===== src/rtl/yd_regfile_mp_pkg.sv =====
// Shared constants for the yd_regfile_mp register file: reserved addresses and PC location.
package yd_pkg;

    localparam int unsigned ADDR_ZERO = 0;
    localparam int unsigned ADDR_DK   = 1;
    localparam int unsigned ADDR_R0   = 2;

    // PC always lives at the top of the address space
    function automatic int unsigned addr_pc(input int unsigned aw);
        return (32'd1 << aw) - 32'd1;
    endfunction

endpackage


===== src/rtl/yd_wr_arbiter.sv =====
// Write-port arbitration: lowest-index enabled port wins each address,
// and any shared non-ZERO target raises a conflict.
module yd_wr_arbiter
    import yd_pkg::*;
#(
    parameter int AW  = 4,
    parameter int NWR = 2
) (
    input  logic [NWR-1:0]    we,
    input  logic [NWR*AW-1:0] waddr,
    output logic [NWR-1:0]    win,
    output logic              conflict
);

    localparam logic [AW-1:0] A_ZERO = AW'(ADDR_ZERO);

    always_comb begin
        win      = '0;
        conflict = 1'b0;
        for (int k = 0; k < NWR; k++) begin
            win[k] = we[k];
            for (int j = 0; j < k; j++) begin
                if (we[j] && we[k] &&
                    (waddr[j*AW +: AW] == waddr[k*AW +: AW])) begin
                    win[k] = 1'b0;
                    if (waddr[k*AW +: AW] != A_ZERO) begin
                        conflict = 1'b1;
                    end
                end
            end
        end
    end

endmodule


===== src/rtl/yd_regfile_mp.sv =====
// Parametrised multi-port register file with registered reads and PC.
// Define YD_REGFILE_BYPASS_EN for write-through reads; default is read-before-write.
module yd_regfile_mp
    import yd_pkg::*;
#(
    parameter int DW      = 16,
    parameter int AW      = 4,
    parameter int NRD     = 2,
    parameter int NWR     = 2,
    parameter int PC_STEP = 1
) (
    input  logic              clk,
    input  logic              rst,
    input  logic              jpc,
    input  logic [NWR-1:0]    we,
    input  logic [NWR*AW-1:0] waddr,
    input  logic [NWR*DW-1:0] wdata,
    input  logic [NRD*AW-1:0] raddr,
    output logic [NRD*DW-1:0] rdata,
    output logic [DW-1:0]     pc_o,
    output logic              wr_conflict
);

    localparam int NREG = 2 ** AW;
    localparam logic [AW-1:0] A_ZERO = AW'(ADDR_ZERO);
    localparam logic [AW-1:0] A_PC   = AW'(addr_pc(AW));

    logic [DW-1:0]  regs_q [NREG];
    logic [DW-1:0]  regs_d [NREG];
    logic           conflict_q;
    logic           conflict_d;
    logic [NWR-1:0] win;
    logic [NWR-1:0] wr_ok;
    logic           arb_conflict;

    yd_wr_arbiter #(
        .AW  (AW),
        .NWR (NWR)
    ) u_arb (
        .we       (we),
        .waddr    (waddr),
        .win      (win),
        .conflict (arb_conflict)
    );

    // A winning write only lands if it avoids ZERO, and PC only when frozen
    always_comb begin
        wr_ok = '0;
        for (int k = 0; k < NWR; k++) begin
            wr_ok[k] = win[k]
                && (waddr[k*AW +: AW] != A_ZERO)
                && ((waddr[k*AW +: AW] != A_PC) || jpc);
        end
    end

    always_comb begin
        regs_d = regs_q;
        for (int k = 0; k < NWR; k++) begin
            if (wr_ok[k]) begin
                regs_d[waddr[k*AW +: AW]] = wdata[k*DW +: DW];
            end
        end
        regs_d[A_ZERO] = '0;
        if (!jpc) begin
            regs_d[A_PC] = regs_q[A_PC] + DW'(PC_STEP);
        end
        conflict_d = conflict_q | arb_conflict;
    end

    always_ff @(posedge clk or posedge rst) begin
        if (rst) begin
            for (int i = 0; i < NREG; i++) begin
                regs_q[i] <= '0;
            end
            conflict_q <= 1'b0;
        end else begin
            regs_q     <= regs_d;
            conflict_q <= conflict_d;
        end
    end

    for (genvar r = 0; r < NRD; r++) begin : g_rd
        logic [AW-1:0] ra;
        logic [DW-1:0] rd_d;
        logic [DW-1:0] rd_q;

        assign ra = raddr[r*AW +: AW];

        always_comb begin
            rd_d = regs_q[ra];
`ifdef YD_REGFILE_BYPASS_EN
            for (int k = NWR - 1; k >= 0; k--) begin
                if (wr_ok[k] && (waddr[k*AW +: AW] == ra)) begin
                    rd_d = wdata[k*DW +: DW];
                end
            end
`endif
            if (ra == A_ZERO) begin
                rd_d = '0;
            end
        end

        always_ff @(posedge clk or posedge rst) begin
            if (rst) begin
                rd_q <= '0;
            end else begin
                rd_q <= rd_d;
            end
        end

        assign rdata[r*DW +: DW] = rd_q;
    end

    assign pc_o        = regs_q[A_PC];
    assign wr_conflict = conflict_q;

endmodule


===== config.mk =====
export PLATFORM = sky130hd
export DESIGN_NAME = yd_regfile_mp
export DESIGN_NICKNAME = d
export VERILOG_FILES = /design/src/rtl/yd_regfile_mp_pkg.sv /design/src/rtl/yd_wr_arbiter.sv /design/src/rtl/yd_regfile_mp.sv
export SDC_FILE = /design/constraint.sdc
export NUM_CORES = 1
export LEC_CHECK = 0
export CORE_ASPECT_RATIO = 0.75
export CORE_UTILIZATION = 55
export CTS_BUF_LIST = sky130_fd_sc_hd__clkbuf_8 sky130_fd_sc_hd__clkbuf_16
export DETAILED_ROUTE_END_ITERATION = 8
export GPL_ROUTABILITY_DRIVEN = 0
export PLACE_DENSITY = 0.83
export SLEW_MARGIN = 20
export SYNTH_ARGS = -nofsm -noshare
export SYNTH_HDL_FRONTEND = slang
export SYNTH_SLANG_ARGS = --single-unit

===== constraint.sdc =====
create_clock -name clk -period 12.38 [get_ports clk]
set_input_delay 1.857 -clock clk [delete_from_list [all_inputs] [get_ports clk]]
set_output_delay 1.857 -clock clk [all_outputs]
set_load 0.05 [all_outputs]

==> metrics.txt <==
Arr. time, crit path 4.68 ns; Tcrit/Tclk final 0.344; drt wl/cell 25.0 µm; area occupied by multi-input gates 9180 µm²; Startpoint Class input port; relative slew slack 0.174; Post-synth EDFFs 0; nets 1623; LEAKAGE 7.55 nW; fin crit period 4.25 ns; remaining design rule violation count 0; Root Buffer Master clkbuf_16; yosys warns 0; FF+latch area 6830 µm²; maximum number of pins on one net before global-route repair 122; simple-gate area share of the yosys netlist 0.0895; post-synthesis mux area share 0.327; dpl hpwl 30100 µm; GR Util met2 0.496; Layout area overhead 12.4%; Rows 54; die height 153 µm; CTS tree built; number of setup buffers added after CTS 0; Peak VDD IR 0.0998 mV; Die Wd 204 µm; final WL 49500 µm; Final Hold Fails 0; busiest layer in global routing met2; GRT Resource Usage Total 0.321; FF+latch count, synth 273; xor/xnor cell area share of the yosys netlist 0.00941; share of cells above drive strength 1 0.177; Hold-fix buffers, CTS 0; cts bufs inserted 27; # fillers 2221; most frequent cells in the layout dfrtp_1 (273), mux2i_1 (257), nand2_1 (252), o21ai_0 (204), mux4_2 (96); crit end category flop; Post-Syn Instances 1568; Max Root-Sink Buffers 3; GR Layer Usage met1 0.445; Worst Skew 0.0122 ns; Data required, critical path 12.80 ns; critical setup path kind input port to flop; Fin Setup TNS 0 ns; Pins Over Slew Limit 0; met3 Track Usage GR 0.0595; Initial Util 0.567; Adder-Cell Fraction of Synth Area 0.000747; first-pass GRT wire length 77300 µm; Cell variety after synth 40; worst hold path type flop to flop; placed cells 1932; via count 13252; worst r2r src pc_o[1]; full die area 31200 µm²; Antenna Cells 0; Placeable Area 29500 µm²; largest family of logic cells by synthesized area multiplexers; Hold Crit Start wr_conflict; PortBufs 101; top fanout value on the critical path 21; register area share after synthesis 0.408; CP startpoint waddr[4]; CTS H-tree lvls 1; commonest non-fill, non-tap cell in the layout dfrtp_1; Top FF cell, synth dfrtp_1; RSZ-0062 raised after global routing false; # resized after CTS 0; Worst-Margin Slew 1.24 ns; Mean Syn Cell Area 10.7 µm²; timing-limited maximum frequency 235 MHz; antenna violations before repair 0; grt ovf 0; compound-gate portion of the synthesized area 0.113; final setup vio count 0; ys async rst share 1.00; mapped cell area 16800 µm²; vias in the first global route 13401; status finished, final reports clean; Skew-Pair Late Insertion Delay 0.56 ns; syn_nets 1622; via/cell ratio 6.69; Max-cap violations 0; Final Non-Filler Cells 1981; 1st-iter DRT viols 1479; IO Count 102; ANT nets after route 0; Pre-Repair DR Iteration Count 5; clk slew on worst S/H paths 0.07 ns; CTS Sinks 273; Post-Route Utilization 0.638; Power Dens Cells 175 nW/µm²
[final timing paths]
check                           cells past startpoint  slack [ns]           to
worst min register to register                      1        0.50  wr_conflict
worst max-delay path                                6        8.13      pc_o[7]
min in group asynchronous                           2        1.91   regs_q[81]
worst min-delay path                                1        0.50  wr_conflict
worst max register to register                      6       10.34     pc_o[12]
max in group asynchronous                           3        8.96  regs_q[229]
[critical path: stages]
cell             delay (ns)
clkdlybuf4s50_1        0.56
nand2_1                0.26
o2111ai_1              0.72
a211o_1                0.87
mux2i_1                0.28
mux2i_1                0.10
[synthesized netlist by cell type, types with 5 or more instances]
library cell / count / area, µm²
clkbuf_1: 78 / 293
nor2_1: 23 / 86.3
nand2_1: 252 / 946
inv_1: 14 / 52.6
o21ai_0: 204 / 1020
buf_4: 20 / 150
mux2_2: 66 / 743
dfrtp_1: 273 / 6830
buf_2: 62 / 310
mux4_2: 96 / 2160
a21oi_1: 23 / 115
a211oi_1: 6 / 45.0
nand3b_1: 5 / 37.5
nand3_1: 13 / 65.1
mux2i_1: 257 / 2570
xnor2_1: 7 / 61.3
a221oi_1: 32 / 280
nor3b_1: 5 / 37.5
nor2b_1: 24 / 150
o21ai_1: 20 / 100
nor2_2: 8 / 50.1
xor2_1: 11 / 96.3
o31ai_1: 22 / 165
nand2b_1: 6 / 37.5
a211oi_2: 8 / 100
buf_1: 7 / 26.3
[sequential cells by signal, indices dropped and copies added, names as in the netlist]
register	flops
g_rd.rd_q	32
pc_o	16
regs_q	224
wr_conflict	1
[metal layers]
| layer | routed length [µm] | share of wire |
|---|---|---|
| met2 | 23000 | 0.46 |
| met1 | 19600 | 0.40 |
| met4 | 1950 | 0.039 |
| met3 | 5000 | 0.10 |
| met5 | 0 | 0 |
[report_power, final]
| part | internal (mW) | switching [mW] |
|---|---|---|
| logic | 0.482 | 0.573 |
| clock network | 0.518 | 0.364 |
| registers | 1.13 | 0.227 |
[final cells by class]
cell class | instances | share of cell area
clock buffer | 37 | 0.0432
clock inverter | 12 | 0.00698
inverter | 14 | 0.00319
multi-input combinational | 1110 | 0.487
sequential | 273 | 0.363
tap | 392 | 0.0260
timing repair buffer | 143 | 0.0704
[cells by family after synthesis]
logic type,after synthesis
compound gates,323
mux,419
simple gates,349
fa+ha+maj,1
buf+inv,185
flops,273
xor+xnor,18
[stage by stage]
| stage | instance area, µm² | hold WS (ns) | setup slack [ns] | total power [mW] |
|---|---|---|---|---|
| finish | 18800 | 0.496 | 8.13 | 3.29 |
| global route | 18800 | 0.524 | 7.96 | 3.42 |
| CTS | 18800 | 0.494 | 8.16 | 3.27 |
| detailed placement | 17900 | 0.479 | 7.59 | 2.39 |
| global placement | 17900 | 0.478 | 7.68 | 2.34 |
| floorplan | 16800 | 0.526 | 3.00 | 2.08 |
(Power assumes the default switching activity.)
